===== src/rtl/mc_pkg.sv =====
// mc_pkg: shared constants and types for the multicycle CPU sequencer.
//   - opcode constants (IR[31:26]) and R-type func codes (IR[10:0])
//   - ALU operation codes used outside R-type execution
//   - FSM state and instruction-class enumerations, decode result struct
package mc_pkg;

    localparam int FUNC_W = 11;

    localparam logic [5:0] OP_RTYPE = 6'b000000;
    localparam logic [5:0] OP_LW    = 6'b100011;
    localparam logic [5:0] OP_SW    = 6'b101011;
    localparam logic [5:0] OP_BEQ   = 6'b000100;
    localparam logic [5:0] OP_J     = 6'b000010;

    localparam logic [FUNC_W-1:0] FN_ADD  = 11'h020;
    localparam logic [FUNC_W-1:0] FN_SUB  = 11'h022;
    localparam logic [FUNC_W-1:0] FN_AND  = 11'h024;
    localparam logic [FUNC_W-1:0] FN_OR   = 11'h025;
    localparam logic [FUNC_W-1:0] FN_XOR  = 11'h026;
    localparam logic [FUNC_W-1:0] FN_SLT  = 11'h02A;
    localparam logic [FUNC_W-1:0] FN_MOVZ = 11'h00A;

    // The ALU shares the R-type func encoding, so ADD reuses FN_ADD.
    localparam logic [FUNC_W-1:0] ALU_ADD   = FN_ADD;
    localparam logic [FUNC_W-1:0] ALU_PASSB = 11'h03F;

    typedef enum logic [2:0] {
        S_IF   = 3'd0,
        S_ID   = 3'd1,
        S_EX   = 3'd2,
        S_MEM  = 3'd3,
        S_WB   = 3'd4,
        S_HALT = 3'd5
    } state_t;

    typedef enum logic [2:0] {
        CL_RTYPE = 3'd0,
        CL_LW    = 3'd1,
        CL_SW    = 3'd2,
        CL_BEQ   = 3'd3,
        CL_J     = 3'd4,
        CL_ILL   = 3'd5
    } iclass_t;

    typedef struct packed {
        iclass_t cls;
        logic    legal;
        logic    movz;
    } dec_t;

endpackage


===== src/rtl/mc_decode.sv =====
// mc_decode: combinational instruction classifier.
//   i_opcode : IR[31:26]
//   i_func   : IR[10:0]
//   o_dec    : {class, legal, movz}; an unknown opcode or an R-type with an
//              unknown func is reported as CL_ILL / legal=0.
module mc_decode
    import mc_pkg::*;
#(
    parameter int ALU_OP_W = 11
) (
    input  logic [5:0]          i_opcode,
    input  logic [ALU_OP_W-1:0] i_func,
    output dec_t                o_dec
);

    logic w_func_known;

    always_comb begin
        w_func_known = (i_func == ALU_OP_W'(FN_ADD))  ||
                       (i_func == ALU_OP_W'(FN_SUB))  ||
                       (i_func == ALU_OP_W'(FN_AND))  ||
                       (i_func == ALU_OP_W'(FN_OR))   ||
                       (i_func == ALU_OP_W'(FN_XOR))  ||
                       (i_func == ALU_OP_W'(FN_SLT))  ||
                       (i_func == ALU_OP_W'(FN_MOVZ));
    end

    always_comb begin
        o_dec       = '0;
        o_dec.cls   = CL_ILL;
        o_dec.legal = 1'b1;
        case (i_opcode)
            OP_RTYPE: begin
                o_dec.cls   = w_func_known ? CL_RTYPE : CL_ILL;
                o_dec.legal = w_func_known;
                o_dec.movz  = (i_func == ALU_OP_W'(FN_MOVZ));
            end
            OP_LW:   o_dec.cls = CL_LW;
            OP_SW:   o_dec.cls = CL_SW;
            OP_BEQ:  o_dec.cls = CL_BEQ;
            OP_J:    o_dec.cls = CL_J;
            default: o_dec.legal = 1'b0;
        endcase
    end

endmodule


===== src/rtl/mc_sequencer.sv =====
// mc_sequencer: multicycle control FSM for the single-bus CPU datapath.
//   clk, rst                : clock, asynchronous active-high reset
//   opcode, alu_func        : IR fields (stable from ID onward)
//   equal                   : ALU equality flag, used in EX of BEQ
//   rt                      : register port-2 data, sampled in ID for MOVZ
//   pc/npc/ir enables, pc_select_enable, mux1/mux2 selects, alu_op,
//   reg/mem write enables, writeback/mem_data selects : datapath controls
//   halted                  : sticky, set by an illegal instruction
//   retired_count           : number of cycles with pc_enable=1 (wraps)
module mc_sequencer
    import mc_pkg::*;
#(
    parameter int ALU_OP_W  = 11,
    parameter int RET_CNT_W = 32
) (
    input  logic                 clk,
    input  logic                 rst,
    input  logic [5:0]           opcode,
    input  logic [ALU_OP_W-1:0]  alu_func,
    input  logic                 equal,
    input  logic [31:0]          rt,
    output logic                 pc_enable,
    output logic                 pc_select_enable,
    output logic                 npc_enable,
    output logic                 ir_enable,
    output logic                 reg_write_enable,
    output logic                 writeback_select_enable,
    output logic                 mux1_select_enable,
    output logic                 mux2_select_enable,
    output logic [ALU_OP_W-1:0]  alu_op,
    output logic                 mem_write_enable,
    output logic                 mem_data_select_enable,
    output logic                 halted,
    output logic [RET_CNT_W-1:0] retired_count
);

    state_t               r_state;
    state_t               w_next;
    logic                 r_movz_ok;
    logic                 r_halted;
    logic [RET_CNT_W-1:0] r_ret;
    dec_t                 w_dec;

    mc_decode #(.ALU_OP_W(ALU_OP_W)) u_decode (
        .i_opcode (opcode),
        .i_func   (alu_func),
        .o_dec    (w_dec)
    );

    always_comb begin
        w_next = S_IF;
        case (r_state)
            S_IF:   w_next = S_ID;
            S_ID:   w_next = w_dec.legal ? S_EX : S_HALT;
            S_EX: begin
                case (w_dec.cls)
                    CL_RTYPE:     w_next = S_WB;
                    CL_LW, CL_SW: w_next = S_MEM;
                    default:      w_next = S_IF;
                endcase
            end
            S_MEM:  w_next = (w_dec.cls == CL_LW) ? S_WB : S_IF;
            S_WB:   w_next = S_IF;
            S_HALT: w_next = S_HALT;
            default: w_next = S_IF;
        endcase
    end

    always_ff @(posedge clk or posedge rst) begin
        if (rst) begin
            r_state   <= S_IF;
            r_movz_ok <= 1'b0;
            r_halted  <= 1'b0;
            r_ret     <= '0;
        end else begin
            r_state <= w_next;
            if (r_state == S_ID) begin
                r_movz_ok <= (rt == '0);
                if (!w_dec.legal) r_halted <= 1'b1;
            end
            if (pc_enable) r_ret <= r_ret + RET_CNT_W'(1);
        end
    end

    // Outputs are gated by rst directly so that a mid-instruction reset
    // kills write enables in the same cycle, before the state register
    // has even been observed.
    always_comb begin
        pc_enable               = 1'b0;
        pc_select_enable        = 1'b0;
        npc_enable              = 1'b0;
        ir_enable               = 1'b0;
        reg_write_enable        = 1'b0;
        writeback_select_enable = 1'b0;
        mux1_select_enable      = 1'b0;
        mux2_select_enable      = 1'b0;
        alu_op                  = '0;
        mem_write_enable        = 1'b0;
        mem_data_select_enable  = 1'b0;
        if (!rst) begin
            case (r_state)
                S_IF: begin
                    ir_enable  = 1'b1;
                    npc_enable = 1'b1;
                end
                S_EX: begin
                    case (w_dec.cls)
                        CL_RTYPE: begin
                            mux1_select_enable = 1'b1;
                            alu_op             = alu_func;
                        end
                        CL_LW, CL_SW: begin
                            mux1_select_enable = 1'b1;
                            mux2_select_enable = 1'b1;
                            alu_op             = ALU_OP_W'(ALU_ADD);
                        end
                        CL_BEQ: begin
                            // Branch target = NPC + imm; taken only when equal.
                            mux2_select_enable = 1'b1;
                            alu_op             = ALU_OP_W'(ALU_ADD);
                            pc_enable          = 1'b1;
                            pc_select_enable   = equal;
                        end
                        CL_J: begin
                            mux2_select_enable = 1'b1;
                            alu_op             = ALU_OP_W'(ALU_PASSB);
                            pc_enable          = 1'b1;
                            pc_select_enable   = 1'b1;
                        end
                        default: ;
                    endcase
                end
                S_MEM: begin
                    if (w_dec.cls == CL_SW) begin
                        mem_write_enable = 1'b1;
                        pc_enable        = 1'b1;
                    end
                end
                S_WB: begin
                    // MOVZ suppresses the write when rt was nonzero in ID,
                    // but the instruction still retires.
                    reg_write_enable = w_dec.movz ? r_movz_ok : 1'b1;
                    pc_enable        = 1'b1;
                    if (w_dec.cls == CL_LW) writeback_select_enable = 1'b1;
                    else                    mem_data_select_enable  = 1'b1;
                end
                default: ;
            endcase
        end
    end

    assign halted        = r_halted;
    assign retired_count = r_ret;

endmodule

===== config.mk =====
export PLATFORM = sky130hd
export DESIGN_NAME = mc_sequencer
export DESIGN_NICKNAME = d
export VERILOG_FILES = /design/src/rtl/mc_pkg.sv /design/src/rtl/mc_decode.sv /design/src/rtl/mc_sequencer.sv
export SDC_FILE = /design/constraint.sdc
export NUM_CORES = 1
export LEC_CHECK = 0
export ABC_AREA = 1
export BUFFER_PORTS_ARGS = -buffer_cell sky130_fd_sc_hd__buf_4
export CAP_MARGIN = 20
export CORE_MARGIN = 4
export CORE_UTILIZATION = 35
export CTS_BUF_LIST = sky130_fd_sc_hd__clkbuf_4 sky130_fd_sc_hd__clkbuf_8 sky130_fd_sc_hd__clkbuf_16
export CTS_CLUSTER_DIAMETER = 30
export CTS_CLUSTER_SIZE = 12
export DETAILED_ROUTE_END_ITERATION = 10
export PLACE_DENSITY_LB_ADDON = 0.15
export SLEW_MARGIN = 40
export SYNTH_ARGS = -nofsm -noshare
export SYNTH_HDL_FRONTEND = slang
export SYNTH_SLANG_ARGS = --single-unit

===== constraint.sdc =====
create_clock -name clk -period 2.15 [get_ports clk]
set_clock_uncertainty 0.2 [all_clocks]
set_input_delay 0.1075 -clock clk [delete_from_list [all_inputs] [get_ports clk]]
set_output_delay 0.1075 -clock clk [all_outputs]
set_load 0.1 [all_outputs]

==> impl_metrics.json <==
{
  "run_status": "complete, no violations",
  "place_hpwl_microns": 5687,
  "syn_to_final_growth_pct": 46.24,
  "finalSetupViolations": 0,
  "overflow": 0,
  "cts.clk_slew.worst_paths_ps": 70,
  "fmax_mhz": 492.6,
  "drt-initial-drc-count": 97,
  "synth.top_cell.area_share": 0.3656,
  "numPortBuffers": 100,
  "cp_max_fo": 17,
  "yosysTopAreaCell": "dfrtp_1",
  "antenna_left": 0,
  "clk-insertion-delay-late_ps": 290,
  "die_area_sq_um": 8660,
  "power_w": 0.002757,
  "wl_per_cell_microns": 13.07,
  "rows": 30,
  "multi_input_area_sq_um": 1471,
  "synth_mux_area_frac": 0,
  "drt_first_pass_iters": 5,
  "synth_top_family_by_area": "simple AND/OR/NAND/NOR gates",
  "synth_fa_ha_area_frac": 0.004941,
  "maxCapViolCount": 0,
  "hold_viol": 0,
  "die_y_microns": 93.06,
  "vias_per_cell": 4.678,
  "cts_tree": "done",
  "nFillCells": 686,
  "clockBufferDepth": 2,
  "synth-seq-cells": 37,
  "drive_above_1_share": 0.4189,
  "grt_start_max_net_pins": 21,
  "register_area_sq_um": 955.9,
  "period_share": 0.9443,
  "clock-root-buffer": "clkbuf_8",
  "leakage_nw": 1.741,
  "critical_path_class": "reg -> out",
  "ys_top_cells_by_area": "dfrtp_1, nand2_1, xor2_1",
  "layout_commonest_cell": "buf_4",
  "syn_area_sq_um": 2532,
  "synth_xor_area_frac": 0.1097,
  "routed_wl_microns": 7216,
  "syn_area_per_cell_sq_um": 7.537,
  "worstPathArrival_ps": 1720,
  "drc": 0,
  "tns_ps": 0,
  "numCtsBuffers": 5,
  "grt_pass1_vias": 2589,
  "required_ps": 1840,
  "die_x_microns": 93.06,
  "grt_pass1_wl_microns": 12120,
  "r2r_slack_ps": 210,
  "final_max_slew_viol_count": 0,
  "synth_compound_area_frac": 0.02619,
  "yosysUniqueCellTypes": 32,
  "vias": 2582,
  "end_kind": "output port",
  "io_pins": 106,
  "ys_seq_area_frac": 0.3656,
  "ir_drop_uv": 1148,
  "cts.sinks": 37,
  "power_density_nw_per_um2": 744.4,
  "gp_congestion": 0.8198,
  "hp-class": "in -> reg",
  "start_kind": "flip-flop",
  "antenna_found_initial": 0,
  "post-cts-setup-buffers": 0,
  "mostFrequentLayoutCells": "buf_4, nand2_1, nor2_2, inv_1, nor2_1",
  "fin_nets": 508,
  "synth_cells": 336,
  "fp.coreArea_sq_um": 6907,
  "htree_levels": 2,
  "grt_util_all_layers": 0.1725,
  "antenna_cells": 0,
  "initial_core_util": 0.3667,
  "yosysWarnings": 0,
  "synthSimpleGateAreaFrac": 0.4081,
  "fin_crit_ps": 2030
}
-- cell usage after synthesis (all sizes together) --
cell type / n
nor4: 9
xor2: 23
nor3b: 1
nand3b: 3
nand3: 19
buf: 9
a21o: 1
conb: 1
ha: 1
nand4: 13
and2: 1
o31ai: 1
inv: 35
dfrtp: 37
nor3: 16
nor2: 69
nand2: 80
o21ai: 7
xnor2: 7
a21oi: 2
a31oi: 1
-- report_power, final --
part / switching [W] / total (W) / internal (W)
registers: 0.000110 / 0.000913 / 0.000804
logic: 0.00102 / 0.00134 / 0.000320
clock network: 0.000247 / 0.000500 / 0.000253
-- final timing paths --
path                                                    from                       endpoint  depth (start not counted)
worst max-delay path                    r_state[2]$_DFF_PP0_                      pc_enable                          8
worst min-delay path                                  rt[22]          r_movz_ok$_DFFE_PP0N_                          5
worst max register to register  retired_count[1]$_DFFE_PP0P_  retired_count[26]$_DFFE_PP0P_                         12
worst min register to register            halted$_DFFE_PP0P_             halted$_DFFE_PP0P_                          1
max in group asynchronous                                rst   retired_count[1]$_DFFE_PP0P_                          4
min in group asynchronous                                rst           r_state[0]$_DFF_PP0_                          3
-- through the flow --
step	utilization	std cells	cell area, sq um	setup slack [ps]	hold WS, ps
CTS	0.5324	552	3677	37.86	34.48
detailed placement	0.5002	531	3455	180.7	-71.17
finish	0.5362	552	3704	119.8	54.70
floorplan	-	340	2633	-462.3	-108.6
global route	0.5362	552	3704	-10.46	83.28
global placement	0.5002	531	3455	176.6	-66.49
-- critical path: stages, from the launching register on --
cell and delay, ps:
dfrtp_1 370, inv_1 110, nand2_1 130, nor2_2 160
nand2_2 140, nand3_2 120, nand2_4 60, inv_6 150
buf_12 190
-- logic make-up (layout without fill, tap and decap cells) --
group | after synthesis | count (layout)
other cells | 1 | 5
simple gates | 211 | 211
compound gates | 12 | 12
fa+ha+maj | 1 | 1
flops | 37 | 37
xor+xnor | 30 | 30
buf+inv | 44 | 160
-- final cells by class --
type / count / area share
clock inverter: 1 / 0.001351
inverter: 35 / 0.03784
tap: 96 / 0.03243
timing repair buffer: 117 / 0.2503
sequential: 37 / 0.2581
clock buffer: 7 / 0.02264
multi-input combinational: 259 / 0.3973
-- state kept, by name (all words and copies together) (netlist names) --
| signal | count |
|---|---|
| r_state | 3 |
| halted | 1 |
| retired_count | 32 |
| r_movz_ok | 1 |
-- layer usage --
metal  vias up  track usage  share of wire
met3         4      0.03540          0.048
met1      1219       0.2175           0.43
met2        61       0.2975           0.51
met5         -            0              0
li1       1298            -              -
met4         0      0.05006         0.0086
-- repair_timing --
action                                  CTS  global route
gates resized for setup                   2             7
pin swaps                                 0             1
hold buffers                             13             0
endpoints found under the setup margin    4             6
endpoints found under the hold margin    38             0
No activity file was read; power rests on OpenSTA's default activity.
